[src/rtl/memreg_pkg.sv]
// Shared types and default sizing for the MAR/MDR memory bus controller.
package memreg_pkg;

    typedef enum logic {
        IDLE = 1'b0,
        BUSY = 1'b1
    } state_t;

    localparam int DEF_DATA_W      = 32;
    localparam int DEF_ADDR_W      = 16;
    localparam int DEF_TIMEOUT_CYC = 15;

endpackage

[src/rtl/memreg_timeout.sv]
// Saturating BUSY-cycle counter; hit is high while the count equals MAX_CYC.
module memreg_timeout #(
    parameter int MAX_CYC = 15
) (
    input  logic clk,
    input  logic reset,
    input  logic clr,
    input  logic en,
    output logic hit
);

    localparam int CNT_W = $clog2(MAX_CYC + 1);

    logic [CNT_W-1:0] cnt_reg;

    always_ff @(posedge clk or posedge reset) begin
        if (reset) begin
            cnt_reg <= '0;
        end else if (clr) begin
            cnt_reg <= '0;
        end else if (en && (cnt_reg != CNT_W'(MAX_CYC))) begin
            cnt_reg <= cnt_reg + 1'b1;
        end
    end

    assign hit = (cnt_reg == CNT_W'(MAX_CYC));

endmodule

[src/rtl/memory_register_ctrl.sv]
// MAR/MDR register pair with a single-transaction req/ack memory bus controller.
// Optional BUSY timeout abort is built only when MEMREG_TIMEOUT_EN is defined.
module memory_register_ctrl
    import memreg_pkg::*;
#(
    parameter int DATA_W      = DEF_DATA_W,
    parameter int ADDR_W      = DEF_ADDR_W,
    parameter int TIMEOUT_CYC = DEF_TIMEOUT_CYC
) (
    input  logic              clk,
    input  logic              reset,
    input  logic              cpu_req,
    input  logic              cpu_we,
    input  logic [ADDR_W-1:0] cpu_addr,
    input  logic [DATA_W-1:0] cpu_wdata,
    output logic              cpu_busy,
    output logic              cpu_done,
    output logic              cpu_err,
    output logic [DATA_W-1:0] cpu_rdata,
    output logic              mem_req,
    output logic              mem_we,
    output logic [ADDR_W-1:0] mem_addr,
    output logic [DATA_W-1:0] mem_wdata,
    input  logic              mem_ack,
    input  logic [DATA_W-1:0] mem_rdata
);

    generate
        if (TIMEOUT_CYC < 1) begin : g_param_check
            $error("TIMEOUT_CYC must be at least 1");
        end
    endgenerate

    state_t            state_reg, state_next;
    logic              mem_req_reg, mem_req_next;
    logic              mem_we_reg, mem_we_next;
    logic [ADDR_W-1:0] mar_reg, mar_next;
    logic [DATA_W-1:0] mdr_reg, mdr_next;
    logic              busy_reg, busy_next;
    logic              done_reg, done_next;
    logic [DATA_W-1:0] rdata_reg, rdata_next;
    logic              accept;

`ifdef MEMREG_TIMEOUT_EN
    logic err_reg, err_next;
    logic timeout_hit;

    memreg_timeout #(
        .MAX_CYC(TIMEOUT_CYC)
    ) u_timeout (
        .clk   (clk),
        .reset (reset),
        .clr   (accept),
        .en    ((state_reg == BUSY) && !mem_ack),
        .hit   (timeout_hit)
    );
`endif

    always_comb begin
        state_next   = state_reg;
        mem_req_next = mem_req_reg;
        mem_we_next  = mem_we_reg;
        mar_next     = mar_reg;
        mdr_next     = mdr_reg;
        busy_next    = busy_reg;
        done_next    = 1'b0;
        rdata_next   = rdata_reg;
        accept       = 1'b0;
`ifdef MEMREG_TIMEOUT_EN
        err_next     = 1'b0;
`endif
        case (state_reg)
            IDLE: begin
                if (cpu_req) begin
                    accept       = 1'b1;
                    mar_next     = cpu_addr;
                    mdr_next     = cpu_wdata;
                    mem_we_next  = cpu_we;
                    mem_req_next = 1'b1;
                    busy_next    = 1'b1;
                    state_next   = BUSY;
                end
            end
            BUSY: begin
                // An ack arriving on the timeout cycle still completes normally.
                if (mem_ack) begin
                    if (!mem_we_reg) begin
                        rdata_next = mem_rdata;
                    end
                    mem_req_next = 1'b0;
                    busy_next    = 1'b0;
                    done_next    = 1'b1;
                    state_next   = IDLE;
                end
`ifdef MEMREG_TIMEOUT_EN
                else if (timeout_hit) begin
                    mem_req_next = 1'b0;
                    busy_next    = 1'b0;
                    done_next    = 1'b1;
                    err_next     = 1'b1;
                    state_next   = IDLE;
                end
`endif
            end
            default: begin
                state_next = IDLE;
            end
        endcase
    end

    always_ff @(posedge clk or posedge reset) begin
        if (reset) begin
            state_reg   <= IDLE;
            mem_req_reg <= 1'b0;
            mem_we_reg  <= 1'b0;
            mar_reg     <= '0;
            mdr_reg     <= '0;
            busy_reg    <= 1'b0;
            done_reg    <= 1'b0;
            rdata_reg   <= '0;
        end else begin
            state_reg   <= state_next;
            mem_req_reg <= mem_req_next;
            mem_we_reg  <= mem_we_next;
            mar_reg     <= mar_next;
            mdr_reg     <= mdr_next;
            busy_reg    <= busy_next;
            done_reg    <= done_next;
            rdata_reg   <= rdata_next;
        end
    end

`ifdef MEMREG_TIMEOUT_EN
    always_ff @(posedge clk or posedge reset) begin
        if (reset) begin
            err_reg <= 1'b0;
        end else begin
            err_reg <= err_next;
        end
    end

    assign cpu_err = err_reg;
`else
    assign cpu_err = 1'b0;
`endif

    assign cpu_busy  = busy_reg;
    assign cpu_done  = done_reg;
    assign cpu_rdata = rdata_reg;
    assign mem_req   = mem_req_reg;
    assign mem_we    = mem_we_reg;
    assign mem_addr  = mar_reg;
    assign mem_wdata = mdr_reg;

endmodule

[config.mk]
export PLATFORM = sky130hd
export DESIGN_NAME = memory_register_ctrl
export DESIGN_NICKNAME = d
export VERILOG_FILES = /design/src/rtl/memreg_pkg.sv /design/src/rtl/memreg_timeout.sv /design/src/rtl/memory_register_ctrl.sv
export SDC_FILE = /design/constraint.sdc
export NUM_CORES = 1
export LEC_CHECK = 0
export CAP_MARGIN = 10
export CORE_ASPECT_RATIO = 1.2
export CORE_UTILIZATION = 25
export CTS_BUF_LIST = sky130_fd_sc_hd__clkbuf_16
export DETAILED_ROUTE_END_ITERATION = 6
export SYNTH_ARGS = -nofsm -noshare
export SYNTH_HDL_FRONTEND = slang
export SYNTH_SLANG_ARGS = --single-unit
[constraint.sdc]
create_clock -name clk -period 2.6 [get_ports clk]
set_input_delay 0.52 -clock clk [delete_from_list [all_inputs] [get_ports clk]]
set_output_delay 0.52 -clock clk [all_outputs]
set_load 0.01 [all_outputs]
==> flow_metrics.env, run 1 <==
export IMPL_track_usage=0.1231
export IMPL_end_kind="output pin"
export IMPL_fin_nets=445
export IMPL_die_x_um=104.3
export IMPL_worst_setup_path_start_kind="register"
export IMPL_cts_root_buf="clkbuf_16"
export IMPL_arrival_ps=1330
export IMPL_finalSetupTns_ps=0
export IMPL_wl_um=7676
export IMPL_crit_slowest_cell="clkdlybuf4s50_1"
export IMPL_die_height_um=124.7
export IMPL_io_pins=170
export IMPL_grt_pass1_vias=2396
export IMPL_ant_nets=0
export IMPL_design_area_mm2=0.005326
export IMPL_syn_nets=270
export IMPL_slew_viol_final=0
export IMPL_power_density_mw_per_mm2=932.1
export IMPL_fillers=1128
export IMPL_slew_headroom=0.5383
export IMPL_viasPerCell=4.144
export IMPL_synth_yosys_seq_area_share=0.6701
export IMPL_cts_tree="built"
export IMPL_maxCapViolCount=0
export IMPL_drt_iter0_drc=29
export IMPL_insertion_delay_ps=330
export IMPL_rsz0062_at_grt="no"
export IMPL_setup_viol=0
export IMPL_p_leak_nw=2.177
export IMPL_ys_warn_count=0
export IMPL_final_cell_mix="clkdlybuf4s50_1, dfrtp_1, mux2_2, clkbuf_16, clkinv_2"
export IMPL_status="finished, final reports clean"
export IMPL_dp_cells=510
export IMPL_post_route_period_util=0.7102
export IMPL_core_mm2=0.01217
export IMPL_drive_gt1_frac=0.2822
export IMPL_rows=44
export IMPL_port_buffers=168
export IMPL_cts_resized=0
export IMPL_required_ps=2080
export IMPL_clock_skew_ps=5.499
export IMPL_hpwl_um=5782
export IMPL_worst_path_largest_cell_delay_ps=570
export IMPL_cp_cell_sequence="clkdlybuf4s50_1"
export IMPL_worst_pin_slew_ps=691.1
export IMPL_clockBufferDepth=2
export IMPL_postSynthCellCount=185
export IMPL_antenna_found_initial=0
export IMPL_synth_area_per_cell_um2=16.96
export IMPL_critical_path_buf_inv_count=1
export IMPL_gp_congestion=0.6836
export IMPL_holdBufCountCts=0
export IMPL_hold_viol=0
export IMPL_numCtsBuffers=9
export IMPL_crit_family="buffers and inverters"
export IMPL_cts_htree_levels=3
export IMPL_period_minus_slack_ps=1847
export IMPL_synth_distinct_cells=13
export IMPL_grt_max_degree=30
export IMPL_drc=0
export IMPL_n_antenna_cell=0
export IMPL_cts_sinks=84
export IMPL_gr_total_overflow=0
export IMPL_die_area_mm2=0.01300
export IMPL_worstHoldPathType="register to register"
export IMPL_ys_seq_elements=84
export IMPL_vias=2180
export IMPL_placed_cell_area_mm2=0.005044
export IMPL_max_vdd_ir_drop_mv=0.3655
export IMPL_area_delta_synth_final_pct=69.80
export IMPL_crit_path_max_fanout=4
export IMPL_cts_setup_buffers=0
export IMPL_holdWs_ps=492.6
export IMPL_grt_pass1_wl_um=12350
export IMPL_dr_pass1_iters=3
export IMPL_layoutNonFillerInstCount=526
export IMPL_worstSetupPathType="register to output pin"
export IMPL_avgRoutedWirePerCell_um=14.59
export IMPL_fmax_ghz=0.5415
export IMPL_synth_area_mm2=0.003137
export IMPL_start_util=0.2578
export IMPL_cts_clk_slew_worst_paths_ps=60
export IMPL_layout_commonest_cell="clkdlybuf4s50_1"
report_power, final:
group	internal [mW]	total [mW]	leakage, nW	switching (mW)
registers	1.74	1.96	0.983	0.217
logic	1.18	1.78	1.05	0.598
clock network	0.730	1.23	0.144	0.496
total	3.65	4.96	2.18	1.31
layer usage:
metal / part of all wire / global-route usage / vias up
li1: - / - / 999
met1: 0.39 / 0.1397 / 1084
met2: 0.51 / 0.2082 / 87
met3: 0.075 / 0.03872 / 10
met4: 0.019 / 0.06050 / 0
met5: 0 / 0 / -
cell usage after synthesis:
master,count,share of area
nor2b_2,1,0.0028
dfrtp_1,84,0.67
nand3b_2,1,0.0036
nor2_1,3,0.0036
and2_1,1,0.0020
conb_1,1,0.0012
inv_1,2,0.0024
buf_4,2,0.0048
mux2_2,80,0.29
o22ai_1,1,0.0020
buf_2,6,0.0096
buf_6,2,0.0072
mux2_1,1,0.0036
logic make-up (layout without fill, tap and decap cells):
kind of cell           count (synthesis)  count (layout)  synth area share
other                                  1               1          0.001196
flip-flops                            84              84            0.6701
AND/OR/NAND/NOR                        6               6           0.01197
buffers and inverters                 12             192           0.02393
AO/OA/AOI/OAI                          1               1          0.001996
multiplexers                          81              81            0.2908
through the flow:
| step | utilization | total power [mW] | worst slack (ps) |
|---|---|---|---|
| final | 0.4378 | 4.965 | 753.4 |
| after detailed placement | 0.4145 | 3.794 | 551.0 |
| after CTS | 0.4378 | 5.055 | 723.2 |
| after floorplan | - | 2.661 | 1114 |
| after global routing | 0.4378 | 5.245 | 709.9 |
| after global placement | 0.4145 | 3.757 | 576.3 |
cell type report:
type                    count  area [um^2]  area share
clock buffers               9        225.2     0.04228
clock inverters             7        57.56     0.01081
inverters                   2        11.26    0.002114
multi-input cells          89        964.7      0.1811
flip-flops and latches     84         2102      0.3946
well taps                 161        201.4     0.03782
repair buffers            174         1764      0.3312
worst paths after layout:
kind | start | endpoint | slack [ps] | cells past startpoint
worst max-delay path | cpu_busy$_DFFE_PP0P_ | cpu_busy | 750 | 1
worst min-delay path | mem_wdata[6]$_DFFE_PP0P_ | mem_wdata[6]$_DFFE_PP0P_ | 490 | 1
worst max register to register | state_reg$_DFF_PP0_ | mem_addr[8]$_DFFE_PP0P_ | 1150 | 3
worst min register to register | mem_wdata[6]$_DFFE_PP0P_ | mem_wdata[6]$_DFFE_PP0P_ | 490 | 1
max in group asynchronous | reset | mem_addr[4]$_DFFE_PP0P_ | 1380 | 3
min in group asynchronous | reset | mem_addr[11]$_DFFE_PP0P_ | 640 | 2
Note: power is estimated with default switching activity, not from simulation.
==> run 2: changes to the inputs <==
clock period = 1.52 ns   (was 2.6 ns; I/O delays follow)
==> flow_metrics.env, run 2 (synthesis gave the netlist of run 1 again) <==
export IMPL_rsz0062_at_grt="no"
export IMPL_cts_htree_levels=3
export IMPL_cts_sinks=84
export IMPL_crit_family="buffers and inverters"
export IMPL_grt_pass1_vias=2392
export IMPL_required_ps=1220
export IMPL_cp_cell_sequence="clkdlybuf4s50_1"
export IMPL_start_util=0.2578
export IMPL_end_kind="output pin"
export IMPL_post_route_period_util=0.9724
export IMPL_period_minus_slack_ps=1478
export IMPL_cts_root_buf="clkbuf_16"
export IMPL_numCtsBuffers=9
export IMPL_hold_viol=0
export IMPL_avgRoutedWirePerCell_um=14.22
export IMPL_fmax_ghz=0.6765
export IMPL_die_height_um=124.7
export IMPL_cts_tree="built"
export IMPL_maxCapViolCount=0
export IMPL_cp_depth=1
export IMPL_final_cell_mix="clkdlybuf4s50_1, dfrtp_1, mux2_2, dlygate4sd2_1, dlymetal6s2s_1"
export IMPL_layout_commonest_cell="clkdlybuf4s50_1"
export IMPL_insertion_delay_ps=330
export IMPL_io_pins=170
export IMPL_cp_startpoint="cpu_done$_DFF_PP0_"
export IMPL_gr_total_overflow=0
export IMPL_wl_um=7537
export IMPL_drc=0
export IMPL_grt_max_degree=29
export IMPL_track_usage=0.1235
export IMPL_drive_gt1_frac=0.2846
export IMPL_crit_path_max_fanout=1
export IMPL_rows=44
export IMPL_grt_pass1_wl_um=12410
export IMPL_status="finished, final reports clean"
export IMPL_drt_iter0_drc=43
export IMPL_fin_nets=449
export IMPL_reg2reg_depth=3
export IMPL_antenna_found_initial=0
export IMPL_worst_path_largest_cell_delay_ps=530
export IMPL_viasPerCell=4.158
export IMPL_holdBufCountCts=0
export IMPL_hpwl_um=5815
export IMPL_crit_slowest_cell="clkdlybuf4s50_1"
export IMPL_port_buffers=168
export IMPL_clock_skew_ps=4.781
export IMPL_cts_clk_slew_worst_paths_ps=60
export IMPL_rr_endpoint="mem_wdata[5]$_DFFE_PP0P_"
export IMPL_max_vdd_ir_drop_mv=0.6800
export IMPL_endpoint="cpu_done"
export IMPL_die_x_um=104.3
export IMPL_die_area_mm2=0.01300
export IMPL_arrival_ps=1170
export IMPL_finalSetupTns_ps=0
export IMPL_n_antenna_cell=0
export IMPL_gp_congestion=0.6688
export IMPL_rrSetupSlack_ps=140
export IMPL_slew_viol_final=0
export IMPL_vias=2204
export IMPL_worstHoldPathType="input pin to asynchronous set/reset pin"
export IMPL_layoutNonFillerInstCount=530
export IMPL_area_delta_synth_final_pct=70.48
export IMPL_worstSetupPathType="register to output pin"
export IMPL_timing_rr_start="state_reg$_DFF_PP0_"
export IMPL_ant_nets=0
export IMPL_p_leak_nw=2.420
export IMPL_dr_pass1_iters=3
export IMPL_clockBufferDepth=2
export IMPL_worst_setup_path_start_kind="register"
export IMPL_core_mm2=0.01217
export IMPL_final_core_util=0.4395
export IMPL_critical_path_buf_inv_count=1
export IMPL_power_density_mw_per_mm2=1499
export IMPL_setup_viol=0
export IMPL_dp_cells=513
export IMPL_fillers=1130
run 2: power breakdown:
part / total [mW] / internal, mW / switching, mW / leakage, nW
Clock: 2.09 / 1.25 / 0.838 / 0.147
Sequential: 3.30 / 2.97 / 0.332 / 0.983
Combinational: 2.62 / 1.59 / 1.03 / 1.29
run 2: metrics by stage:
| step | total power [mW] | hold slack [ps] | area (um^2) | setup slack [ps] |
|---|---|---|---|---|
| CTS | 8.209 | 288.5 | 5320 | 0.5086 |
| floorplan | 4.551 | 412.6 | 3141 | 217.0 |
| finish | 8.017 | 290.4 | 5348 | 41.90 |
| global route | 8.501 | 311.3 | 5348 | 7.396 |
| global placement | 6.467 | 473.3 | 5116 | -164.3 |
| detailed placement | 6.523 | 487.9 | 5116 | -193.3 |
run 2: what timing repair did:
action,in CTS,in global routing
pin swaps,0,0
setup buffers,1,0
setup endpoints to repair,72,11
gates resized for setup,72,11
run 2: area by class of cell:
cell class,count,area [um^2],share of cell area
clock buffers,9,225.2,0.04212
multi-input cells,89,964.7,0.1804
well taps,161,201.4,0.03767
flip-flops and latches,84,2102,0.3931
inverters,2,11.26,0.002106
clock inverters,7,61.31,0.01146
repair buffers,178,1782,0.3332
run 2: worst min-delay path by stage:
| stage | from | endpoint | slack, ps |
|---|---|---|---|
| final | reset | mem_addr[8]$_DFFE_PP0P_ | 290 |
| after global routing | reset | mem_wdata[2]$_DFFE_PP0P_ | 310 |
| after CTS | reset | mem_addr[8]$_DFFE_PP0P_ | 290 |
| after detailed placement | mem_wdata[6]$_DFFE_PP0P_ | mem_wdata[6]$_DFFE_PP0P_ | 490 |
| after global placement | mem_wdata[6]$_DFFE_PP0P_ | mem_wdata[6]$_DFFE_PP0P_ | 470 |
| after floorplan | mem_ack | cpu_busy$_DFFE_PP0P_ | 410 |
run 2: routing by layer:
layer  wire (um)  GRT usage  share of wire
met5           0          0              0
met4         166    0.05630          0.022
met3         505    0.03506          0.067
met2        3920     0.2106           0.52
met1        2945     0.1428           0.39
==> run 3: changes to the inputs <==
ABC_CLOCK_PERIOD_IN_PS = 1520   (was default)
PLACE_DENSITY = 0.57   (was default)
==> flow_metrics.env, run 3 (synthesis gave the netlist of run 1 again) <==
export IMPL_p_comb_frac=0.316
export IMPL_n_antenna_cell=0
export IMPL_ant_nets=0
export IMPL_period_minus_slack_ps=1389
export IMPL_gp_congestion=0.6722
export IMPL_die_x_um=104.3
export IMPL_arrival_ps=1600
export IMPL_hold_viol=0
export IMPL_p_int_mw=5.937
export IMPL_worst_setup_path_start_kind="input pin"
export IMPL_status="finished, final reports clean"
export IMPL_worstSetupPathType="input pin to register"
export IMPL_cts_sinks=84
export IMPL_cts_clk_slew_worst_paths_ps=60
export IMPL_swShare=0.2709
export IMPL_clock_skew_ps=6.163
export IMPL_grt_pass1_wl_um=12340
export IMPL_wl_um=7547
export IMPL_antenna_found_initial=0
export IMPL_grt_max_degree=34
export IMPL_avgRoutedWirePerCell_um=14.21
export IMPL_max_vdd_ir_drop_mv=0.6008
export IMPL_design_area_mm2=0.005328
export IMPL_start_util=0.2578
export IMPL_port_buffers=168
export IMPL_required_ps=1730
export IMPL_grt_pass1_vias=2393
export IMPL_slew_viol_final=0
export IMPL_io_pins=170
export IMPL_top_usage_layer="met2"
export IMPL_die_area_mm2=0.01300
export IMPL_use_met3=0.04029
export IMPL_p_switching_mw=2.206
export IMPL_fin_nets=450
export IMPL_p_total_mw=8.143
export IMPL_sequentialPowerShare=0.407
export IMPL_cts_setup_buffers=0
export IMPL_fmax_ghz=0.7200
export IMPL_cts_tree="built"
export IMPL_hpwl_um=5717
export IMPL_cp_cell_sequence="clkdlybuf4s50_1 > nor2b_4 > buf_12 > mux2_2"
export IMPL_final_cell_mix="dfrtp_1, clkdlybuf4s50_1, mux2_2, dlygate4sd2_1, clkbuf_16"
export IMPL_drt_iter0_drc=29
export IMPL_drive_gt1_frac=0.2919
export IMPL_worstHoldPathType="input pin to asynchronous set/reset pin"
export IMPL_met2_usage=0.2047
export IMPL_rsz0062_at_grt="no"
export IMPL_drc=0
export IMPL_viasPerCell=4.121
export IMPL_area_delta_synth_final_pct=69.84
export IMPL_track_usage=0.1234
export IMPL_cts_root_buf="clkbuf_16"
export IMPL_finalSetupTns_ps=0
export IMPL_use_met1=0.1463
export IMPL_power_density_mw_per_mm2=1528
export IMPL_die_height_um=124.7
export IMPL_crit_path_max_fanout=33
export IMPL_core_mm2=0.01217
export IMPL_rows=44
export IMPL_numCtsBuffers=9
export IMPL_vias=2188
export IMPL_cts_htree_levels=3
export IMPL_crit_slowest_cell="clkdlybuf4s50_1"
export IMPL_setup_viol=0
export IMPL_dr_pass1_iters=3
export IMPL_insertion_delay_ps=330
export IMPL_maxCapViolCount=0
export IMPL_holdBufCountCts=0
export IMPL_worst_path_largest_cell_delay_ps=500
export IMPL_clockBufferDepth=2
export IMPL_gr_total_overflow=0
export IMPL_post_route_period_util=0.9138
export IMPL_placed_cell_area_mm2=0.005106
export IMPL_end_kind="register"
export IMPL_pwr_share_clk=0.278
export IMPL_p_leak_nw=2.386
## run 3: changes by cell type in the layout (fill, tap and decap cells not counted), sizes merged
cell	change
clkinv	+2
dlygate4sd2	+7
clkinvlp	-1
buf	+1
dlymetal6s2s	-6
bufinv	+1
inv	-2
clkdlybuf4s50	-1
## run 3: what timing repair did
action	4_1_cts	5_1_grt
setup endpoints to repair	79	5
cloned	0	0
gates resized for setup	79	5
## run 3: worst max-delay path, delay by kind of cell
family	cells	cell delay, ps
buf+inv	2	720
mux	1	360
simple gates	1	190
## run 3: power by group through the flow
| stage | logic, mW | clock network [mW] | registers [mW] |
|---|---|---|---|
| 2_1_floorplan | 0.838 | 0 | 3.71 |
| 3_3_place_gp | 3.11 | 0 | 3.36 |
| 3_5_place_dp | 3.12 | 0 | 3.40 |
| 4_1_cts | 2.64 | 2.34 | 3.33 |
| 5_1_grt | 2.75 | 2.45 | 3.43 |
| 6_report | 2.57 | 2.26 | 3.31 |
## run 3: metrics by stage
| stage | cells | hold WS, ps | setup slack (ps) | utilization |
|---|---|---|---|---|
| floorplan | 185 | 412.6 | 217.0 | - |
| global placement | 515 | 477.4 | -175.8 | 0.4197 |
| detailed placement | 515 | 493.8 | -230.2 | 0.4197 |
| CTS | 531 | 288.2 | 0.5305 | 0.4369 |
| global route | 531 | 309.3 | 90.56 | 0.4379 |
| finish | 531 | 297.6 | 131.1 | 0.4379 |
## run 3: final cells by class
class	instances	area (um^2)
Fill cell	1137	6839
Sequential cell	84	2102
Timing Repair Buffer	179	1740
Multi-Input combinational cell	89	964.7
Clock buffer	9	225.2
Tap cell	161	201.4
Clock inverter	7	82.58
Inverter	2	11.26
## run 3: worst paths after layout
kind	start	end	slack [ps]	cells after the start
hold / removal	reset	cpu_rdata[29]$_DFFE_PP0P_	300	2
min in group clk	mem_wdata[23]$_DFFE_PP0P_	mem_wdata[23]$_DFFE_PP0P_	500	1
setup reg to reg	state_reg$_DFF_PP0_	mem_wdata[8]$_DFFE_PP0P_	160	3
max in group asynchronous	reset	cpu_rdata[11]$_DFFE_PP0P_	740	3
setup / recovery	cpu_req	mem_wdata[8]$_DFFE_PP0P_	130	4
hold reg to reg	mem_wdata[23]$_DFFE_PP0P_	mem_wdata[23]$_DFFE_PP0P_	500	1
## run 3: routing by layer
metal | share of wire | wire length [um]
met1 | 0.40 | 3038
met4 | 0.020 | 152
met3 | 0.069 | 520
met5 | 0 | 0
met2 | 0.51 | 3836
